$ cat config.mk
export PLATFORM = sky130hd
export DESIGN_NAME = aip_net_master_flat
export DESIGN_NICKNAME = d
export VERILOG_FILES = /design/src/rtl/aip_net_master_if.sv /design/src/rtl/aip_net_master.sv /design/src/flat_wrapper.sv
export SDC_FILE = /design/constraint.sdc
export NUM_CORES = 1
export LEC_CHECK = 0
export ABC_AREA = 1
export BUFFER_PORTS_ARGS = -buffer_cell sky130_fd_sc_hd__buf_2
export CAP_MARGIN = 20
export CORE_MARGIN = 4
export CORE_UTILIZATION = 46
export DETAILED_ROUTE_END_ITERATION = 16
export GPL_ROUTABILITY_DRIVEN = 0
export PLACE_DENSITY = 0.79
export SLEW_MARGIN = 10
export SYNTH_ARGS = -nofsm -noshare
export SYNTH_HDL_FRONTEND = slang
export SYNTH_SLANG_ARGS = --single-unit
$ cat constraint.sdc
create_clock -name clk -period 1.4 [get_ports clk]
set_clock_uncertainty 0.05 [all_clocks]
set_input_delay 0.21 -clock clk [delete_from_list [all_inputs] [get_ports clk]]
set_output_delay 0.21 -clock clk [all_outputs]
set_load 0.01 [all_outputs]
$ cat src/rtl/aip_net_master_if.sv
// Host memory-mapped bus between a processor and the AIP network master.
interface aip_net_master_if;
  logic        iomem_valid;
  logic        iomem_ready;
  logic [3:0]  iomem_wstrb;
  logic [31:0] iomem_addr;
  logic [31:0] iomem_wdata;
  logic [31:0] iomem_rdata;

  modport master (
    output iomem_valid, iomem_wstrb, iomem_addr, iomem_wdata,
    input  iomem_ready, iomem_rdata
  );

  modport slave (
    input  iomem_valid, iomem_wstrb, iomem_addr, iomem_wdata,
    output iomem_ready, iomem_rdata
  );
endinterface

$ cat src/rtl/aip_net_master.sv
// AIP network master: bridges a host iomem bus to the AIP config/data strobes
// and turns the AIP interrupt into a done flag plus host irq.
module aip_net_master (
  input  logic                    clk,
  input  logic                    resetn,
  aip_net_master_if.slave         bus,
  output logic [4:0]              conf_dbus,
  output logic                    read,
  output logic                    write,
  output logic                    start,
  output logic [31:0]             data_out,
  input  logic [31:0]             data_in,
  input  logic                    int_req,
  output logic                    irq
);
  typedef enum logic [2:0] {S_IDLE, S_WR, S_RD, S_RDW, S_ACK} state_t;

  localparam logic [1:0] A_CONFIG = 2'd0;
  localparam logic [1:0] A_DATA   = 2'd1;
  localparam logic [1:0] A_START  = 2'd2;
  localparam logic [1:0] A_STATUS = 2'd3;

  state_t      state_q, state_d;
  logic [4:0]  cfg_q, cfg_d;
  logic        ie_q, ie_d;
  logic        busy_q, busy_d;
  logic        done_q, done_d;
  logic        int_q;
  logic [31:0] rdata_q, rdata_d;
  logic [31:0] dout_q, dout_d;
  logic        ready_q, read_q, write_q, start_q, irq_q;
  logic        start_d;

  logic [1:0]  sel;
  logic        is_wr;
  logic        in_ack;
  logic        int_edge;
  logic        acc_start;
  logic [31:0] reg_val;
  logic        unused_addr;

  assign sel         = bus.iomem_addr[3:2];
  assign is_wr       = |bus.iomem_wstrb;
  assign in_ack      = (state_q == S_ACK);
  assign int_edge    = int_req & ~int_q;
  assign acc_start   = in_ack & is_wr & (sel == A_START);
  assign unused_addr = ^{bus.iomem_addr[31:4], bus.iomem_addr[1:0]};

  // Transaction sequencing: register accesses go straight to ACK, DATA goes through the AIP strobes
  always_comb begin
    state_d = state_q;
    unique case (state_q)
      S_IDLE: begin
        if (bus.iomem_valid) begin
          if (sel == A_DATA) state_d = is_wr ? S_WR : S_RD;
          else               state_d = S_ACK;
        end
      end
      S_WR:    state_d = S_ACK;
      S_RD:    state_d = S_RDW;
      S_RDW:   state_d = S_ACK;
      S_ACK:   state_d = S_IDLE;
      default: state_d = S_IDLE;
    endcase
  end

  // Register side effects at the end of ACK; an int_req edge wins over any clear of done
  always_comb begin
    cfg_d  = cfg_q;
    ie_d   = ie_q;
    busy_d = busy_q;
    done_d = done_q;
    if (in_ack && is_wr && sel == A_CONFIG) begin
      cfg_d = bus.iomem_wdata[4:0];
      ie_d  = bus.iomem_wdata[8];
    end
    if (acc_start) begin
      busy_d = 1'b1;
      done_d = 1'b0;
    end
    if (in_ack && is_wr && sel == A_STATUS && bus.iomem_wdata[1]) done_d = 1'b0;
    if (int_edge) begin
      done_d = 1'b1;
      if (!acc_start) busy_d = 1'b0;
    end
  end

  // Read data: register reads snapshot at acceptance, DATA reads capture the AIP bus in RDW
  always_comb begin
    unique case (sel)
      A_CONFIG: reg_val = {23'd0, ie_q, 3'd0, cfg_q};
      A_STATUS: reg_val = {30'd0, done_q, busy_q};
      default:  reg_val = 32'd0;
    endcase
    rdata_d = rdata_q;
    if (state_q == S_IDLE && bus.iomem_valid && !is_wr && sel != A_DATA) rdata_d = reg_val;
    if (state_q == S_RDW) rdata_d = data_in;
    dout_d  = (state_d == S_WR) ? bus.iomem_wdata : dout_q;
    start_d = (state_q == S_IDLE) && bus.iomem_valid && is_wr && (sel == A_START);
  end

  // All state and registered outputs, cleared asynchronously
  always_ff @(posedge clk or negedge resetn) begin
    if (!resetn) begin
      state_q <= S_IDLE;
      cfg_q   <= 5'd0;
      ie_q    <= 1'b0;
      busy_q  <= 1'b0;
      done_q  <= 1'b0;
      int_q   <= 1'b0;
      rdata_q <= 32'd0;
      dout_q  <= 32'd0;
      ready_q <= 1'b0;
      read_q  <= 1'b0;
      write_q <= 1'b0;
      start_q <= 1'b0;
      irq_q   <= 1'b0;
    end else begin
      state_q <= state_d;
      cfg_q   <= cfg_d;
      ie_q    <= ie_d;
      busy_q  <= busy_d;
      done_q  <= done_d;
      int_q   <= int_req;
      rdata_q <= rdata_d;
      dout_q  <= dout_d;
      ready_q <= (state_d == S_ACK);
      read_q  <= (state_d == S_RD);
      write_q <= (state_d == S_WR);
      start_q <= start_d;
      irq_q   <= done_d & ie_d;
    end
  end

  assign bus.iomem_ready = ready_q;
  assign bus.iomem_rdata = rdata_q;
  assign conf_dbus       = cfg_q;
  assign read            = read_q;
  assign write           = write_q;
  assign start           = start_q;
  assign data_out        = dout_q;
  assign irq             = irq_q;
endmodule

$ cat src/flat_wrapper.sv
// flat-port wrapper written by rule: the top's interface ports become plain ports
module aip_net_master_flat 
  (clk, resetn, conf_dbus, read, write, start, data_out, data_in, int_req, irq, bus_iomem_valid, bus_iomem_wstrb, bus_iomem_addr, bus_iomem_wdata, bus_iomem_ready, bus_iomem_rdata);
  aip_net_master_if bus_i ();
  input  logic clk;
  input  logic resetn;
  output logic [4:0] conf_dbus;
  output logic read;
  output logic write;
  output logic start;
  output logic [31:0] data_out;
  input  logic [31:0] data_in;
  input  logic int_req;
  output logic irq;
  input wire logic [$bits(bus_i.iomem_valid)-1:0] bus_iomem_valid;
  input wire logic [$bits(bus_i.iomem_wstrb)-1:0] bus_iomem_wstrb;
  input wire logic [$bits(bus_i.iomem_addr)-1:0] bus_iomem_addr;
  input wire logic [$bits(bus_i.iomem_wdata)-1:0] bus_iomem_wdata;
  output wire logic [$bits(bus_i.iomem_ready)-1:0] bus_iomem_ready;
  output wire logic [$bits(bus_i.iomem_rdata)-1:0] bus_iomem_rdata;
  assign bus_i.iomem_valid = bus_iomem_valid;
  assign bus_i.iomem_wstrb = bus_iomem_wstrb;
  assign bus_i.iomem_addr = bus_iomem_addr;
  assign bus_i.iomem_wdata = bus_iomem_wdata;
  assign bus_iomem_ready = bus_i.iomem_ready;
  assign bus_iomem_rdata = bus_i.iomem_rdata;
  aip_net_master u_core (.clk(clk), .resetn(resetn), .bus(bus_i), .conf_dbus(conf_dbus), .read(read), .write(write), .start(start), .data_out(data_out), .data_in(data_in), .int_req(int_req), .irq(irq));
endmodule
Word-level counts from Yosys, hierarchy flattened
Cells that the tools add are included.
{ "totals": {"reg_bits": 81, "inputBits": 104, "out_inout_bits": 74, "word_cells": 58} }
{ "op_classes": {"n_eq_ne": 11, "mux": 14, "bitwise_logic": 5, "reduce_logical": 15} }
{ "op_table": {"columns": ["op", "count"], "rows": [
  ["two-way mux 32 bit", 2],
  ["one-hot mux 9 bit (2 select lines)", 1],
  ["== test 3 x 2 -> 1 bit, second input constant", 3],
  ["logical AND 1 bit", 9],
  ["one-hot mux 3 bit (3 select lines)", 1],
  ["two-way mux 1 bit", 7],
  ["== test 3 x 1 -> 1 bit, second input constant", 2],
  ["== test 3 bit, second input constant", 2],
  ["two-way mux 3 bit", 2],
  ["bitwise AND 1 bit", 4],
  ["== test 2 bit, second input constant", 2],
  ["OR reduction 4 bit", 1],
  ["logical NOT 3 bit", 1],
  ["== test 2 x 1 -> 1 bit, second input constant", 1],
  ["logical NOT 2 bit", 1],
  ["two-way mux 2 bit", 1],
  ["!= test 2 x 1 -> 1 bit, second input constant", 1],
  ["nonzero test 2 bit", 1],
  ["OR reduction 2 bit", 1],
  ["logical NOT 1 bit", 1],
  ["inverter 1 bit", 1]
]} }

Longest topological paths before layout
Gate-level depths: netlist of the first run.
{ "depth": {"word_depth": 7, "mapped_depth": 8, "mapped_depth_nobuf": 8} }

Worst setup path before layout of the first run
No wires, ideal clock.
{ "synth_timing": {"path_kind": "flip-flop to flip-flop", "from": "reg u_core.state_q[0]", "to": "reg u_core.rdata_q[2], in the netlist u_core.bus.iomem_rdata[2]", "setup_ns": 0.116, "arrival_time_ns": 1.109, "required_time_ns": 1.234, "slack_ns": 0.125, "path_stages_with_launch": 8, "path_buffers": 1, "period_less_slack_ns": 1.275, "cell_sequence": "dfrtp_1 -> inv_2 -> nand3_4 -> nor2_4 -> nand3_4 -> buf_6 -> nand3_2 -> nand2_1"} }
{ "synth_between": {"elab_chain_len": 5, "elab_cells_between_ends": 7, "cone_classes": "1 x eq/ne; 1 x mux; 5 x reduce/logical"} }
{ "synth_rtl": {"columns": ["element", "line_no", "text"], "rows": [
  ["start: declaration", "aip_net_master.sv:23", "state_t state_q, state_d;"],
  ["start signal: assignment", "aip_net_master.sv:119", "state_q <= state_d;"],
  ["logical NOT 3 bit", "aip_net_master.sv:96", "if (state_q == S_IDLE && bus.iomem_valid && !is_wr && sel != A_DATA) rdata_d = reg_val;"],
  ["logical AND 1 bit (3 in series)", "aip_net_master.sv:96", null],
  ["nonzero test 2 bit (no source line)", null, null],
  ["end signal: assignment", "aip_net_master.sv:125", "rdata_q <= rdata_d;"],
  ["end: declaration", "aip_net_master.sv:29", "logic [31:0] rdata_q, rdata_d;"]
]} }
Parallel ways exist; a longest one is shown, timed or not.
A chain may end at the register's enable or synchronous reset.

Worst setup path in the final report of the first run
{ "layout_timing": {"from": "reg u_core.state_q[2]", "to": "reg u_core.rdata_q[14], in the netlist u_core.bus.iomem_rdata[14]"} }
The elaborated chain is that of the path after synthesis.

==> metrics.md, run 1 <==
| Metric | Value |
|---|---|
| Status | finished, violations left |
| Failing checks | negative setup slack |
| Vias in the first global route | 3165 |
| Worst slew margin | 0.7407 |
| Final WS setup | -0.01542 ns |
| Ports | 178 |
| Post-synthesis sequential area ratio | 0.5633 |
| Crit path time final | 1.415 ns |
| CP Capture Type | flop |
| Crit-path max FO | 9 |
| Global-route usage over all layers | 0.1962 |
| Post-DP HPWL | between 6000 and 7000 um |
| TritonCTS buffer count | 9 |
| Syn avg cell area | 9.156 um2 |
| Largest net degree at the start of global routing | 34 |
| Lkg Pwr | 2.935 nW |
| Clk slew on worst S/H paths | 0.09 ns |
| Max Cap Viol | 0 |
| CTS H-Tree Depth | 3 |
| Via count | roughly 3200 |
| Most frequent cells in the layout | 161 x nand2_1, 146 x buf_2, 81 x dfrtp_1, 51 x nand3_1, 27 x nand3_2 |
| Crit path launch type | flop |
| CP required | 1.59 ns |
| Share of cells above drive strength 1 | 0.4085 |
| Most Frequent Cell on Critical Path | nand3_4 |
| Multi-input logic area | 1405 um2 |
| FF-to-FF path depth | 7 |
| Post-Place Worst Slack | -0.07190 ns |
| Final Core Density | 0.6823 |
| Clock sink count | 81 |
| Width of the die | 96.45 um |
| Peak supply drop | 0.001090 V |
| Post-synth EDFFs | 0 |
| Min-Delay Path Depth | 3 |
| WL per Instance | approximately 14 um |
| Vias/cell | 4.841 |
| Synth unique cells | 23 |
| Min-delay src | data_in[21] |
| Post-synth net total | 501 |
| Nets@finish | 671 |
| Global-route wire length before repair | around 14000 um |
| CP endpoint | u_core.bus.iomem_rdata[14] |
| IO Port Bufs | 147 |
| Die Area | roughly 9300 um2 |
| Hold Vio Cnt, Final | 0 |
| RSZ-0062 raised after global routing | true |
| CTS tree | yes |
| Post-Syn Area | 3598 um2 |
| Reg2reg end | u_core.bus.iomem_rdata[14] |
| Worst-Skew Late Latency | 0.34 ns |
| CTS root buffer | clkbuf_8 |
| Worst Tran Pin Value | 0.3889 ns |
| Prevailing post-synth register cell | dfrtp_1 |
| Delay of the slowest critical-path stage | 0.41 ns |
| PwrDens | 1678 nW/um2 |
| RR Startpoint | u_core.state_q[2] |
| Period utilization | 1.011 |
| Crit path kind | flop to flop |
| Slowest CP cell | dfrtp_1 |
| TritonRoute pass-1 iters | 4 |
| Starting density of the core | 0.4857 |
| Worst setup startpoint | u_core.state_q[2] |
| Initial antenna violation count | 0 |
| CP cell instances | inv_2, nand3_4, nor2_4, nand3_4, clkbuf_16, nand3_2, nand2_1 |
| DRC Markers | 0 |
| Layout area overhead | 40.47% |
| Worst R2R Setup Slack | -0.02 ns |
| Asr flop ratio synth | 1.000 |
| Antenna fix cells | 0 |
| Mapped Cells | 393 |
| Setup TNS | -0.03648 ns |
| Slew Limit Fails | 0 |
| Min Hold Slack | 0.01399 ns |
| Final ANT Viol Nets | 0 |
| CORE AREA | 7408 um2 |
| Commonest non-fill, non-tap cell in the layout | nand2_1 |
| Gr ovfl total | 0 |
| Register area | 2027 um2 |
| Number of cell rows | 31 |
| Hold Crit Class | primary input to flop |
| Number of synthesized register bits | 81 |
| DRT iter0 DRCs | 154 |
| WP data arrival | around 1.6 ns |
| Total wire length | ~9000 um |
| Height of the die | 96.45 um |
| # setup viols final | 6 |
| Fmax | 706.5 MHz |
| Longest Clk Path Bufs | 2 |
| Ys Warns | 0 |
| Fill cells | between 500 and 600 |
## Yosys cell counts, types with 2 or more instances
cell type	instances	area [um2]
dfrtp_1	81	2027
buf_2	5	25.02
nor2_1	6	22.52
nand3_4	2	35.03
inv_2	6	22.52
buf_4	5	37.54
nand2_2	2	12.51
clkbuf_1	3	11.26
ha_1	4	50.05
o21ai_0	4	20.02
inv_1	17	63.81
nand3_1	55	275.3
nand2_1	164	615.6
a21oi_1	3	15.01
nand3_2	23	230.2
buf_6	6	67.56
## logic make-up (layout without fill, tap and decap cells)
kind of cell	after synthesis	in the layout	synth area share
fa+ha+maj	4	4	0.01391
flops	81	81	0.5633
buf+inv	42	216	0.06328
compound gates	10	10	0.01878
simple gates	256	257	0.3407
## worst min-delay path by stage
stage / to / slack (ns)
final: u_core.bus.iomem_rdata[21] / 0.01
after global routing: u_core.bus.iomem_rdata[17] / 0.003
after CTS: u_core.bus.iomem_rdata[21] / 0.001
after detailed placement: u_core.bus.iomem_rdata[26] / 0.11
after global placement: u_core.bus.iomem_rdata[26] / 0.10
after floorplan: u_core.bus.iomem_rdata[0] / -0.14
## where the power goes
part           switching, mW  total [mW]  internal (mW)
registers              0.388        3.45           3.06
clock network          0.853        2.28           1.42
logic                   1.62        2.76           1.14
total                   2.86        8.48           5.62
## worst max-delay path, delay by kind of cell, from the launching register on
family	cells	cell delay (ns)
and+or+nand+nor	5	0.50
buffers and inverters	2	0.35
DFF	1	0.41
## flip-flops by register name, summed over array words and instances (netlist names)
register / flops
u_core.bus.iomem_rdata: 32
u_core.data_out: 32
u_core.conf_dbus: 5
u_core.state_q: 3
u_core.bus.iomem_ready: 1
u_core.busy_q: 1
u_core.done_q: 1
u_core.ie_q: 1
u_core.int_q: 1
u_core.irq: 1
u_core.read: 1
u_core.start: 1
u_core.write: 1
## metrics by stage
stage | area [um2] | power, mW | instances
after floorplan | 3598 | 4.866 | 393
after global placement | 4524 | 5.959 | 639
after detailed placement | 4524 | 6.056 | 639
after CTS | 4876 | 8.391 | 661
after global routing | 5055 | 9.049 | 667
final | 5055 | 8.483 | 667
## per-layer routing
metal	vias up	track usage	wire, um
li1	1588	-	-
met1	1517	0.2296	3694
met2	110	0.3328	4545
met3	14	0.05809	791
met4	0	0.08879	162
met5	-	0	0
## repair_timing
action,CTS,global route
setup buffers,0,2
cloned,0,3
endpoints found under the hold margin,31,1
hold buffers,6,1
gates resized for setup,3,19
setup endpoints to repair,3,68
pin swaps,1,2
## final cells by class
cell class / instances / share of cell area
timing repair buffer: 177 / 0.2245
clock buffer: 10 / 0.02723
clock inverter: 6 / 0.02723
sequential: 81 / 0.4010
multi-input combinational: 271 / 0.2780
tap: 99 / 0.02450
inverter: 23 / 0.01757
Power figures use the tool's default switching activity.
==> run 2, diff against run 1 <==
Settings changed: CORE_UTILIZATION 46 to 45, HOLD_SLACK_MARGIN set to 0.08, PLACE_DENSITY 0.79 to 0.78.
==> metrics.md, run 2 (synthesis gave the netlist of run 1 again) <==
| Metric | Value |
|---|---|
| Initial antenna violation count | 0 (unchanged) |
| WP data arrival | 1.61 ns (was 1.60 ns) |
| Sw Pwr | 2.898 mW (was 2.859 mW) |
| TritonRoute pass-1 iters | 4 (unchanged) |
| Clock share of power | 0.210 (was 0.268) |
| Hold Crit Class | primary input to flop (unchanged) |
| Reg power frac | 0.432 (was 0.407) |
| TritonCTS buffer count | 9 (unchanged) |
| Via count | 3497 (was 3229) |
| PwrDens | 1481 nW/um2 (was 1678 nW/um2) |
| Post-DP HPWL | 6812 um (was 6685 um) |
| Worst-Skew Late Latency | 0.35 ns (was 0.34 ns) |
| Lkg Pwr | 3.081 nW (was 2.935 nW) |
| Worst Tran Pin Value | 0.4966 ns (was 0.3889 ns) |
| DRC Markers | 0 (unchanged) |
| Starting density of the core | 0.4633 (was 0.4857) |
| Crit-path max FO | 16 (was 9) |
| Most frequent cells in the layout | 161 x nand2_1, 146 x buf_2, 80 x dfrtp_1, 60 x dlygate4sd3_1, 43 x nand3_1 (was 161 x nand2_1, 146 x buf_2, 81 x dfrtp_1, 51 x nand3_1, 27 x nand3_2) |
| Share of cells above drive strength 1 | 0.3815 (was 0.4085) |
| Failing checks | negative setup slack (unchanged) |
| Sw frac | 0.3583 (was 0.3370) |
| Nets@finish | 719 (was 671) |
| RSZ-0062 raised after global routing | true (unchanged) |
| CP required | 1.59 ns (about the same) |
| Crit path kind | flop to flop (unchanged) |
| Fill cells | 568 (was 565) |
| IO Port Bufs | 147 (unchanged) |
| DRT iter0 DRCs | 146 (was 154) |
| Global-route usage over all layers | 0.2214 (was 0.1962) |
| CTS root buffer | clkbuf_8 (unchanged) |
| Pwr Total | 8.087 mW (was 8.483 mW) |
| Post-route cell area | 5461 um2 (was 5055 um2) |
| Largest net degree at the start of global routing | 38 (was 34) |
| Final ANT Viol Nets | 0 (unchanged) |
| CP Capture Type | flop (unchanged) |
| Post-Place Worst Slack | -0.07908 ns (was -0.07190 ns) |
| Multi-input logic area | 1439 um2 (was 1405 um2) |
| Status | finished, violations left (unchanged) |
| Longest Clk Path Bufs | 2 (unchanged) |
| Crit path launch type | flop (unchanged) |
| Vias in the first global route | 3543 (was 3165) |
| Register area | 2028 um2 (was 2027 um2) |
| RR Startpoint | u_core.state_q[0] (was u_core.state_q[2]) |
| Fmax | 706.9 MHz (was 706.5 MHz) |
| Period utilization | 1.010 (was 1.011) |
| Commonest non-fill, non-tap cell in the layout | nand2_1 (unchanged) |
| Layout area overhead | 51.77% (was 40.47%) |
| Gr ovfl total | 0 (unchanged) |
| Ports | 178 (unchanged) |
| CTS tree | yes (unchanged) |
| Number of cell rows | 32 (was 31) |
| WL per Instance | 14.91 um (was 13.78 um) |
| Vias/cell | 4.870 (was 4.841) |
| Hold Vio Cnt, Final | 0 (unchanged) |
| Antenna fix cells | 0 (unchanged) |
| Peak supply drop | 0.001243 V (was 0.001090 V) |
| P_int | 5.189 mW (was 5.624 mW) |
| Die Area | 9492 um2 (was 9302 um2) |
| Clock sink count | 81 (unchanged) |
| # setup viols final | 3 (was 6) |
| Worst setup startpoint | u_core.state_q[0] (was u_core.state_q[2]) |
| Clk slew on worst S/H paths | 0.08 ns (was 0.09 ns) |
| Min-delay src | data_in[2] (was data_in[21]) |
| CORE AREA | 7767 um2 (was 7408 um2) |
| Worst slew margin | 0.6689 (was 0.7407) |
| Crit path time final | 1.415 ns (about the same) |
| Max Cap Viol | 0 (unchanged) |
| CTS H-Tree Depth | 3 (unchanged) |
| Total wire length | 10700 um (was 9193 um) |
| Placed inst area | 4491 um2 (was 4524 um2) |
| Height of the die | 97.43 um (was 96.45 um) |
| Global-route wire length before repair | 17150 um (was 14120 um) |
| Slew Limit Fails | 0 (unchanged) |
| Combinational share of power | 0.358 (was 0.325) |
| Final WS setup | -0.01468 ns (was -0.01542 ns) |
| Width of the die | 97.43 um (was 96.45 um) |
run 2: cell count changes in the layout (fill, tap and decap cells not counted), moves of 2 or more:
cell and change:
clkbuf_16 -2, dlygate4sd3_1 +53, bufinv_16 -3, nand3_1 -8
nand3_2 +7, clkbuf_1 +2
run 2: per-layer routing:
layer / track usage / wire length [um]
met5: 0 / 0
met2: 0.3880 / 5676
met4: 0.07774 / 172
met1: 0.2652 / 4259
met3: 0.05312 / 595
run 2: path summary, 6_finish.rpt:
path / end / slack (ns) / cells past startpoint
max reg2reg: u_core.data_out[31] / -0.01 / 7
min: u_core.bus.iomem_rdata[2] / 0.10 / 5
min in group asynchronous: u_core.bus.iomem_rdata[30] / 0.31 / 2
max in group asynchronous: u_core.bus.iomem_ready / 0.47 / 3
min reg2reg: u_core.data_out[13] / 0.42 / 2
max: u_core.data_out[31] / -0.01 / 7
run 2: layout make-up:
cell class / instances / area share
timing repair buffer: 225 / 0.2896
clock inverter: 4 / 0.009393
clock buffer: 12 / 0.02657
multi-input combinational: 271 / 0.2635
inverter: 23 / 0.01627
sequential: 81 / 0.3714
tap: 102 / 0.02337
run 2: critical path, stage by stage, from the launching register on:
cell and delay [ns]:
dfrtp_1 0.42, inv_2 0.08, buf_4 0.15, o21ai_4 0.17, buf_12 0.16, nand2_4 0.13
nand2_1 0.10, nand2_1 0.05
run 2: per-stage QoR:
stage | TNS (ns) | instances | hold slack (ns) | util
finish | -0.02190 | 718 | 0.1050 | 0.7031
global route | -1.216 | 718 | 0.1175 | 0.7031
CTS | -0.001076 | 715 | 0.09205 | 0.6843
detailed placement | -1.876 | 637 | 0.1630 | 0.5781
global placement | -0.3095 | 637 | 0.1601 | 0.5781
floorplan | 0 | 393 | -0.1356 | -
run 2: power groups by stage:
stage / clock network (mW) / registers [mW] / logic (mW)
final: 1.70 / 3.50 / 2.90
after global routing: 1.83 / 3.58 / 3.19
after CTS: 1.74 / 3.47 / 2.77
after detailed placement: 0 / 3.49 / 2.60
after global placement: 0 / 3.46 / 2.51
after floorplan: 0 / 3.82 / 1.05
run 2: timing repair:
| item | 4_1_cts | 5_1_grt |
|---|---|---|
| setup endpoints to repair | 5 | 71 |
| pin swaps | 1 | 4 |
| setup buffers | 2 | 2 |
| cloned | 0 | 1 |
| resized for setup | 3 | 25 |
| hold buffers | 60 | 0 |
| endpoints found under the hold margin | 98 | 0 |
==> run 3, diff against run 2 <==
Settings changed: CORE_UTILIZATION 45 to 41, PLACE_DENSITY 0.78 to 0.75, SKIP_LAST_GASP set to 1.
Clock period 1.4 ns to 1.2 ns, I/O delays scaled along.
==> metrics.md, run 3 (synthesis gave the netlist of run 1 again) <==
| Metric | Value |
|---|---|
| Status | finished, violations left (unchanged) |
| Failing checks | negative setup slack (unchanged) |
| DRC Markers | 0 (unchanged) |
| Global-route wire length before repair | 17640 um (was 17150 um) |
| CTS tree | yes (unchanged) |
| Longest Clk Path Bufs | 2 (unchanged) |
| Clk slew on worst S/H paths | 0.08 ns (about the same) |
| Reg2reg end | u_core.data_out[25] (was u_core.data_out[31]) |
| Worst R2R Setup Slack | -0.20 ns (was -0.01 ns) |
| Vias in the first global route | 3792 (was 3543) |
| Most frequent cells in the layout | 159 x nand2_1, 146 x buf_2, 80 x dfrtp_1, 63 x dlygate4sd3_1, 42 x nand3_2 (was 161 x nand2_1, 146 x buf_2, 80 x dfrtp_1, 60 x dlygate4sd3_1, 43 x nand3_1) |
| Slew Limit Fails | 0 (unchanged) |
| Clock sink count | 81 (unchanged) |
| CTS H-Tree Depth | 3 (unchanged) |
| Post-DP HPWL | 6853 um (was 6812 um) |
| Final WS setup | -0.2001 ns (was -0.01468 ns) |
| CP endpoint | u_core.data_out[25] (was u_core.data_out[31]) |
| FF-to-FF path depth | 8 (was 7) |
| Hold Vio Cnt, Final | 0 (unchanged) |
| Fmax | 714.3 MHz (was 706.9 MHz) |
| Antenna fix cells | 0 (unchanged) |
| Initial antenna violation count | 0 (unchanged) |
| WL per Instance | 15.03 um (was 14.91 um) |
| Commonest non-fill, non-tap cell in the layout | nand2_1 (unchanged) |
| Global-route usage over all layers | 0.2154 (was 0.2214) |
| Ports | 178 (unchanged) |
| Hold Crit Class | primary input to flop (unchanged) |
| CP required | 1.43 ns (was 1.59 ns) |
| Die Area | 10340 um2 (was 9492 um2) |
| Period utilization | 1.167 (was 1.010) |
| TritonRoute pass-1 iters | 4 (unchanged) |
| Pwr Total | 10.44 mW (was 8.087 mW) |
| Worst-Skew Late Latency | 0.34 ns (was 0.35 ns) |
| IO Port Bufs | 147 (unchanged) |
| Worst Tran Pin Value | 0.2380 ns (was 0.4966 ns) |
| Number of cell rows | 33 (was 32) |
| Worst slew margin | 0.8414 (was 0.6689) |
| Finished Layout Cells | 747 (was 718) |
| Vias/cell | 4.857 (was 4.870) |
| Crit path launch type | flop (unchanged) |
| Worst setup startpoint | u_core.state_q[0] (unchanged) |
| Width of the die | 101.7 um (was 97.43 um) |
| Final ANT Viol Nets | 0 (unchanged) |
| CTS root buffer | clkbuf_8 (unchanged) |
| CORE AREA | 8382 um2 (was 7767 um2) |
| RR Startpoint | u_core.state_q[0] (unchanged) |
| Fill cells | 593 (was 568) |
| Peak supply drop | 0.001077 V (was 0.001243 V) |
| Max Cap Viol | 0 (unchanged) |
| CP Capture Type | flop (unchanged) |
| Largest net degree at the start of global routing | 44 (was 38) |
| Starting density of the core | 0.4293 (was 0.4633) |
| TritonCTS buffer count | 9 (unchanged) |
| Nets@finish | 745 (was 719) |
| PwrDens | 1749 nW/um2 (was 1481 nW/um2) |
| Layout area overhead | 65.96% (was 51.77%) |
| Lkg Pwr | 3.304 nW (was 3.081 nW) |
| Crit-path max FO | 8 (was 16) |
| Height of the die | 101.7 um (was 97.43 um) |
| Crit path kind | flop to flop (unchanged) |
| Crit path time final | 1.400 ns (was 1.415 ns) |
| RSZ-0062 raised after global routing | true (unchanged) |
| Via count | 3628 (was 3497) |
| Share of cells above drive strength 1 | 0.4283 (was 0.3815) |
| # setup viols final | 77 (was 3) |
| DRT iter0 DRCs | 104 (was 146) |
| WP data arrival | 1.63 ns (was 1.61 ns) |
| Total wire length | 11230 um (was 10700 um) |
| Placed Cells | 652 (was 637) |
| Gr ovfl total | 0 (unchanged) |
==> run 3: cell count changes in the layout (fill, tap and decap cells not counted), moves of 3 or more <==
cell / previous run / this run
nand3_4: 3 / 6
buf_12: 8 / 11
dlygate4sd3_1: 60 / 63
buf_4: 9 / 22
nand3_1: 43 / 32
nand3_2: 34 / 42
==> run 3: stage by stage <==
step | TNS, ns | area (um2) | hold slack, ns | util | setup slack (ns)
floorplan | -2.259 | 3613 | -0.1656 | - | -0.07518
global placement | -10.36 | 4612 | -0.04680 | 0.5502 | -0.1757
CTS | -8.220 | 5774 | 0.08754 | 0.6889 | -0.1622
detailed placement | -13.58 | 4612 | -0.04317 | 0.5502 | -0.2222
global route | -15.92 | 5972 | 0.1051 | 0.7125 | -0.2779
finish | -8.873 | 5972 | 0.1056 | 0.7125 | -0.2001
==> run 3: what timing repair did <==
item                       CTS  global route
hold endpoints to repair   148             0
gates resized for setup     25            28
hold buffers                63             0
pin swaps                   15            15
setup endpoints to repair   76            77
cloned                       4             2
buffers inserted             7             3
==> run 3: worst max-delay path: stages, from the launching register on <==
cell,delay [ns]
dfrtp_1,0.39
inv_2,0.08
buf_6,0.13
o21ai_4,0.14
buf_12,0.18
buf_12,0.12
buf_12,0.13
nand3_4,0.06
nand2_2,0.07
==> run 3: cell type report <==
cell class	instances	area, um2	area share
inverters	23	93.84	0.01571
clock inverters	4	97.59	0.01634
clock buffers	12	165.2	0.02766
flip-flops and latches	81	2028	0.3396
repair buffers	250	1902	0.3185
well taps	105	131.4	0.02200
multi-input cells	272	1554	0.2602
==> run 3: worst min-delay path by stage <==
stage               cells after the start  slack, ns                          to       start
global route                            5       0.11   u_core.bus.iomem_rdata[0]  data_in[0]
detailed placement                      1      -0.04  u_core.bus.iomem_rdata[25]      resetn
finish                                  5       0.11   u_core.bus.iomem_rdata[0]  data_in[0]
global placement                        1      -0.05  u_core.bus.iomem_rdata[23]      resetn
floorplan                               0      -0.17   u_core.bus.iomem_rdata[0]      resetn
CTS                                     5       0.09   u_core.bus.iomem_rdata[0]  data_in[0]
==> run 3: report_power, final <==
group / leakage (nW) / switching, mW / total [mW] / internal, mW
sequential: 1.05 / 0.482 / 4.06 / 3.57
combinational: 2.12 / 2.16 / 3.88 / 1.72
clock: 0.129 / 0.951 / 2.50 / 1.55
total: 3.30 / 3.60 / 10.4 / 6.85
==> run 3: per-layer routing <==
metal / global-route usage / up-vias / part of all wire
li1: - / 1739 / -
met1: 0.2497 / 1732 / 0.39
met2: 0.3838 / 128 / 0.52
met3: 0.03719 / 29 / 0.057
met4: 0.1043 / 0 / 0.030
met5: 0 / - / 0
